==> config.mk <==
export PLATFORM = sky130hd
export DESIGN_NAME = rr_fifo_arbiter
export DESIGN_NICKNAME = d
export VERILOG_FILES = /design/src/rtl/rr_fifo_arbiter.sv
export SDC_FILE = /design/constraint.sdc
export NUM_CORES = 1
export LEC_CHECK = 0
export CAP_MARGIN = 10
export CORE_AREA = 2 2 129 131
export CTS_BUF_LIST = sky130_fd_sc_hd__clkbuf_4
export DETAILED_ROUTE_END_ITERATION = 16
export DIE_AREA = 0 0 131 133
export PLACE_DENSITY = 0.67
export SLEW_MARGIN = 20
export SYNTH_ARGS = -nofsm -noshare
export SYNTH_HDL_FRONTEND = slang
export SYNTH_SLANG_ARGS = --single-unit
==> constraint.sdc <==
create_clock -name CLK -period 2.4 [get_ports CLK]
set_clock_uncertainty 0.05 [all_clocks]
set_input_delay 0.36 -clock CLK [delete_from_list [all_inputs] [get_ports CLK]]
set_output_delay 0.36 -clock CLK [all_outputs]
set_load 0.02 [all_outputs]
==> src/rtl/rr_fifo_arbiter.sv <==
// Round-robin arbiter for N head-of-FIFO sources feeding one registered output slot.
// A source may hold the channel for up to BURST consecutive grants before priority rotates.
module rr_fifo_arbiter #(
    parameter  int N     = 4,
    parameter  int WIDTH = 64,
    parameter  int BURST = 1,
    localparam int SRC_W = (N > 1) ? $clog2(N) : 1,
    localparam int CNT_W = (BURST > 1) ? $clog2(BURST + 1) : 1
) (
    input  logic                 CLK,
    input  logic                 Reset,
    input  logic [N-1:0]         i_Valid,
    input  logic [N*WIDTH-1:0]   i_Data,
    output logic [N-1:0]         o_Grant,
    output logic                 o_Valid,
    output logic [WIDTH-1:0]     o_Data,
    output logic [SRC_W-1:0]     o_Src,
    input  logic                 i_Ready
);

    logic               valid_q, valid_d;
    logic [WIDTH-1:0]   data_q,  data_d;
    logic [SRC_W-1:0]   src_q,   src_d;
    logic [SRC_W-1:0]   cur_q,   cur_d;
    logic [CNT_W-1:0]   cnt_q,   cnt_d;

    logic [WIDTH-1:0]   data_arr [N];
    logic [SRC_W:0]     cand_sum [N];
    logic [SRC_W-1:0]   cand_idx [N];
    logic [N-1:0]       cand_req;

    logic               load;
    logic               grant_en;
    logic               burst_cont;
    logic               scan_hit;
    logic [SRC_W-1:0]   scan_idx;
    logic [SRC_W-1:0]   win_idx;

    // Candidate j of the scan is source (cur+1+j) mod N, so cur itself is checked last.
    for (genvar gi = 0; gi < N; gi++) begin : g_cand
        assign data_arr[gi] = i_Data[gi*WIDTH +: WIDTH];
        assign cand_sum[gi] = {1'b0, cur_q} + (SRC_W+1)'(gi + 1);
        assign cand_idx[gi] = (cand_sum[gi] >= (SRC_W+1)'(N))
                            ? SRC_W'(cand_sum[gi] - (SRC_W+1)'(N))
                            : cand_sum[gi][SRC_W-1:0];
        assign cand_req[gi] = i_Valid[cand_idx[gi]];
    end

    always_comb begin
        scan_hit = 1'b0;
        scan_idx = cur_q;
        for (int j = N - 1; j >= 0; j--) begin
            if (cand_req[j]) begin
                scan_hit = 1'b1;
                scan_idx = cand_idx[j];
            end
        end
    end

    assign load       = !valid_q || i_Ready;
    assign burst_cont = (cnt_q != '0) && (cnt_q < CNT_W'(BURST)) && i_Valid[cur_q];
    assign win_idx    = burst_cont ? cur_q : scan_idx;
    // Reset gates the grant so no FIFO pops while the slot is being cleared.
    assign grant_en   = !Reset && load && (burst_cont || scan_hit);

    for (genvar gi = 0; gi < N; gi++) begin : g_grant
        assign o_Grant[gi] = grant_en && (win_idx == SRC_W'(gi));
    end

    always_comb begin
        valid_d = valid_q;
        data_d  = data_q;
        src_d   = src_q;
        cur_d   = cur_q;
        cnt_d   = cnt_q;
        if (grant_en) begin
            valid_d = 1'b1;
            data_d  = data_arr[win_idx];
            src_d   = win_idx;
            cur_d   = win_idx;
            cnt_d   = burst_cont ? (cnt_q + CNT_W'(1)) : CNT_W'(1);
        end else if (load) begin
            valid_d = 1'b0;
            cnt_d   = '0;
        end
    end

    always_ff @(posedge CLK) begin
        if (Reset) begin
            valid_q <= 1'b0;
            data_q  <= '0;
            src_q   <= '0;
            cur_q   <= SRC_W'(N - 1);
            cnt_q   <= '0;
        end else begin
            valid_q <= valid_d;
            data_q  <= data_d;
            src_q   <= src_d;
            cur_q   <= cur_d;
            cnt_q   <= cnt_d;
        end
    end

    assign o_Valid = valid_q;
    assign o_Data  = data_q;
    assign o_Src   = src_q;

endmodule
Word-level counts from Yosys, hierarchy flattened
Cells that the tools add are included.
{"block": "totals", "register_bits": 70, "in_bits": 263, "output_inout_bits": 71, "wordCells": 73}
{"block": "classes", "add_sub_neg": 9, "order_cmp": 11, "n_eq_ne": 3, "muxes": 30, "bitwise_logic": 1, "n_reduce_logical": 14}
{"cell": "binary-select mux 64 bit (select 2 bit)", "count": 1}
{"cell": "two-way mux 64 bit", "count": 2}
{"cell": "two-way mux 2 bit", "count": 9}
{"cell": ">= comparator 3 bit (second input constant)", "count": 5}
{"cell": "< comparator 2 x 3 -> 1 bit (second input constant)", "count": 5}
{"cell": "two-way mux 1 bit", "count": 13}
{"cell": "binary-select mux 1 bit (select 2 bit)", "count": 5}
{"cell": "logical AND 1 bit", "count": 8}
{"cell": "subtractor 2 x 1 -> 2 bit (second input constant)", "count": 4}
{"cell": "adder 2 x 2 -> 3 bit (second input constant)", "count": 2}
{"cell": "equality test 2 bit (second input constant)", "count": 2}
{"cell": "adder 2 x 1 -> 3 bit (second input constant)", "count": 1}
{"cell": "adder 2 x 3 -> 3 bit (second input constant)", "count": 1}
{"cell": "NOT 2 -> 3 bit", "count": 1}
{"cell": "equality test 2 x 1 -> 1 bit (second input constant)", "count": 1}
{"cell": "zero test 1 bit", "count": 2}
{"cell": "zero test 2 bit", "count": 1}
{"cell": "logical OR 1 bit", "count": 2}
{"cell": "nonzero test 2 bit", "count": 1}
{"cell": "adder 1 bit (second input constant)", "count": 1}
{"cell": "< comparator 1 bit (second input constant)", "count": 1}

Longest topological paths before layout
{"block": "logic_depth", "depth_word": 14, "ltp_mapped": 8, "ltp_nobuf": 5}

Worst setup path before layout
No wires, ideal clock.
{"block": "synth_path", "kind": "register -> output", "from": "register valid_q (netlist: o_Valid)", "to": "output o_Grant[2]", "arrival_time_ns": 1.650, "required_time_ns": 1.990, "slack_ns": 0.340, "stages_incl_launch_ff": 6, "path_buffers": 1, "cell_sequence": "dfxtp_1 nor2b_1 nor3_1 nand3_1 clkbuf_1 nor2_1"}
{"block": "synth_between", "elab_chain_len": 5}
{"element": "start: declaration", "line": "21", "source": "logic valid_q, valid_d;"}
{"element": "start signal: assignment", "line": "96", "source": "valid_q <= valid_d;"}
{"element": "zero test 1 bit", "line": "60", "source": "assign load = !valid_q || i_Ready;"}
{"element": "logical OR 1 bit", "line": "60"}
{"element": "logical AND 1 bit (2 in a row)", "line": "64", "source": "assign grant_en = !Reset && load && (burst_cont || scan_hit);"}
{"element": "logical AND 1 bit", "line": "67", "source": "assign o_Grant[gi] = grant_en && (win_idx == SRC_W'(gi));"}
{"element": "end: declaration", "line": "14", "source": "output logic [N-1:0] o_Grant,"}
No other way between the ends.

Worst setup path after layout
{"block": "layout_path", "from": "input i_Valid[0]", "to": "output o_Grant[1]"}
{"block": "layout_between", "elab_chain_len": 9, "word_cells_on_any_way": 24, "classes_between": "eq/ne (1); mux (19); reduce/logical (4)"}
{"element": "start: declaration", "line": "12", "source": "input logic [N-1:0] i_Valid,"}
{"element": "binary-select mux 1 bit (select 2 bit)", "line": "46", "source": "assign cand_req[gi] = i_Valid[cand_idx[gi]];"}
{"element": "two-way mux 1 bit (implied by the code)", "line": "46"}
{"element": "two-way mux 2 bit or two-way mux 1 bit (tied branches) (4 in a row)", "line": "53", "source": "if (cand_req[j]) begin"}
{"element": "two-way mux 2 bit or logical OR 1 bit (tied branches)", "line": "62, 64"}
{"element": "equality test 2 x 1 -> 1 bit or logical AND 1 bit (tied branches)", "line": "67, 64"}
{"element": "logical AND 1 bit *", "line": "67"}
Mark *: on every way between the ends. The rest lies on a longest branch, timed or not. The select of a mux whose other input is x is not followed.

==> summary.md <==
| Metric | Value |
|---|---|
| Slowest-stage cell, CP | `clkdlybuf4s50_1` |
| Combinational share of power | `48.8%` |
| Final setup viols | `0` |
| Layout Cells excl Fill | `slightly above 1000` |
| CP Class | `in -> out` |
| Syn. warnings | `0` |
| Switching part of the total | `35.50%` |
| Main area contributors after synthesis | `dfxtp_1 33%, mux2i_1 15%, a222oi_1 7.8%` |
| 1st-iter DRT viols | `345` |
| Met2 WL | `approximately 9000 microns` |
| DR top layer | `met4` |
| Crit end category | `primary output` |
| Crit path largest cell delay | `0.52 ns` |
| Total grt overflow | `0` |
| Internal power | `roughly 3000 uW` |
| Clock-pin slew on the worst setup and hold paths | `between 0.1 and 0.15 ns` |
| Largest net degree at the start of global routing | `36` |
| Vias per cell | `between 4 and 5` |
| Number of global-route vias before repair | `5057` |
| Initial antenna violation count | `1` |
| Worst-margin pin slew | `~0.54 ns` |
| Run status | `finished, final reports clean` |
| Top Ports | `334` |
| Clk sinks | `a little under 70` |
| Site Rows | `47` |
| Clock power share | `19.0%` |
| Die width | `131 microns` |
| All-Layer GR Usage | `20.16%` |
| Shortest period the worst path allows | `2.302 ns` |
| H-Tree Depth | `3` |
| Sw Pwr | `1650 uW` |
| CTS Buf Count | `9` |
| Worst Path Required | `1.99 ns` |
| Root buffer cell | `clkbuf_4` |
| Hold Crit Class | `in -> reg` |
| Ratio of cells with drive above 1 in the final layout | `under 10%` |
| Critical path arrival | `1.89 ns` |
| Critical Path, Cell by Cell | `clkdlybuf4s50_1 -> buf_4 -> nor2b_1 -> o21ai_1 -> buf_4 -> a21oi_4 -> and2_4 -> buf_2` |
| Sequential area share after synthesis | `32.75%` |
| Port Buffers | `333` |
| Syn Nets | `between 700 and 800` |
| Fin worst setup slack | `0.09822 ns` |
| Global-route wire length before repair | `27210 microns` |
| WHS | `0.3278 ns` |
| Metal1 wirelength | `roughly 7000 microns` |
| Area grow syn2layout | `89.53%` |
| Sequential power share | `32.1%` |
| RSZ-0062 raised after global routing | `no` |
| Largest area contributor in the netlist | `dfxtp_1` |
| Worst r2r path cells | `6` |
| Max Clk Rate | `0.4344 GHz` |
| Place WS | `-0.3291 ns` |
| Max_slew headroom | `between 60% and 70%` |
| Fin nets | `between 1000 and 1500` |
| Routed wl met3 | `1839 microns` |
| Max cap viols | `0` |
| Longest Clk Path Bufs | `2` |
| Fin. max-slew vios | `0` |
| Sum Neg Setup Slack | `0 ns` |
| Cell Count Post-Placement | `roughly 1000` |
| HPWL Detailed | `roughly 14000 microns` |
| Post-Route WL | `about 18000 microns` |
| Cells after Synth | `486` |
| VDD IR max | `~0.00027 V` |
| Cts hold-fix bufs | `0` |
| Power, Total | `~4600 uW` |
| Final period utilization | `between 90% and 100%` |
| Initial Utilization | `26.08%` |
| DR pass1 iterations | `5` |
| Post-synthesis register bit count | `69` |
| Routed len/inst | `17.45 microns` |
| Count of cell types in the netlist | `31` |
| Crit-path most repeated cell | `buf_4` |
| Post-CTS Setup Inserts | `0` |
| Critical Path Source Type | `input port` |
| Syn_area_per_cell | `8.679 sq um` |
| Final GP Congestion | `slightly below 0.8` |
| Hold path depth | `4` |
| Die area | `0.01742 sq mm` |
| Clk_lat worst skew | `0.44 ns` |
| Core area | `0.01617 sq mm` |
| Vias | `slightly above 5000` |
| Crit Path Max Fanout | `4` |
| CTS tree | `yes` |
| Final Hold Viols | `0` |
| Top-area cell type share of the netlist area | `32.75%` |
| Power per cell area | `581.5 mW/mm^2` |
| Die Ht | `133 microns` |
| Synth Cell Area | `~0.0042 sq mm` |
| Leak pwr | `0.003349 uW` |
| DRC | `0` |
| Final ANT Viol Nets | `0` |
[Yosys cell counts]
cell and instances:
a211oi_1 31, a21o_1 2, a21oi_1 64, a21oi_2 1
a221o_2 1, a221oi_1 31, a222oi_1 33, a22oi_1 1
a32oi_1 1, and2_1 33, and2_4 1, and3_1 35
buf_1 3, buf_2 10, buf_4 5, buf_6 5
clkbuf_1 30, dfxtp_1 69, inv_1 36, mux2i_1 64
nand2_1 4, nand2b_1 2, nand3_1 2, nor2_1 8
nor2b_1 3, nor3_1 3, nor4_2 1, o21a_1 1
o21ai_0 4, o21ai_1 1, or3_1 1
[metal layers]
metal | vias up | track usage, %
met5 | - | 0
met4 | 0 | 6.915
met3 | 22 | 5.782
met2 | 260 | 34.83
met1 | 2333 | 23.61
li1 | 2502 | -
[cell usage in the layout (no fill, tap or decap), types with 3 or more instances in the layout]
cell type	synthesis	routed
buf_2	10	4
and3_1	35	34
a222oi_1	33	33
clkdlybuf4s50_1	0	328
mux2i_1	64	64
a21oi_1	64	64
dfxtp_1	69	68
buf_4	5	26
o21ai_0	4	4
nor2b_1	3	3
nor2_1	8	7
a221oi_1	31	31
clkinv_2	0	3
a211oi_1	31	31
clkbuf_4	0	9
inv_1	36	35
buf_12	0	3
and2_1	33	33
nand2_1	4	4
[kinds of logic after synthesis]
| logic type | after synthesis | synth area share (%) |
|---|---|---|
| AO/OA/AOI/OAI | 171 | 29.37 |
| buffers and inverters | 89 | 9.552 |
| AND/OR/NAND/NOR | 93 | 13.14 |
| flip-flops | 69 | 32.75 |
| multiplexers | 64 | 15.19 |
[metrics by stage]
stage / util, % / instance area [sq um]
2_1_floorplan: - / 4218
3_3_place_gp: 48.43 / 7831
3_5_place_dp: 48.43 / 7831
4_1_cts: 49.52 / 8008
5_1_grt: 49.43 / 7994
6_report: 49.43 / 7994
[power groups by stage]
| stage | combinational [uW] | clock (uW) | sequential [uW] |
|---|---|---|---|
| 6_report | 2270 | 885 | 1490 |
| 5_1_grt | 2430 | 975 | 1520 |
| 4_1_cts | 2300 | 929 | 1490 |
| 3_5_place_dp | 2290 | 0 | 1520 |
| 3_3_place_gp | 2280 | 0 | 1510 |
| 2_1_floorplan | 834 | 0 | 1790 |
[area by class of cell]
class / count / area [sq um]
inverter: 36 / 135.1
clock buffer: 9 / 67.56
multi-input combinational: 328 / 2470
tap: 220 / 275.3
sequential: 69 / 1383
fill: 1566 / 8178
antenna: 1 / 2.502
timing repair buffer: 362 / 3571
clock inverter: 7 / 90.09
[path summary, 6_finish.rpt]
path	start	slack [ns]	to
worst max-delay path	i_Valid[0]	0.1	o_Grant[1]
worst min-delay path	i_Valid[1]	0.33	o_Valid
worst max register to register	o_Valid	0.29	o_Data[14]
worst min register to register	o_Src[0]	0.42	o_Src[0]
[worst max-delay path, delay by kind of cell]
kind	cells	cell delay, ns
AND/OR/NAND/NOR	2	0.30
AO/OA/AOI/OAI	2	0.24
buffers and inverters	4	0.98
[sequential cells by signal, indices dropped and copies added (netlist names)]
signal / cells
o_Src: 2
o_Valid: 1
cur_q: 2
o_Data: 64
[what timing repair did]
action,in CTS,in global routing
setup endpoints to repair,4,3
hold endpoints to repair,0,0
pin swaps,1,0
resized for setup,17,4
gates cloned,0,0
Power figures use the tool's default switching activity.
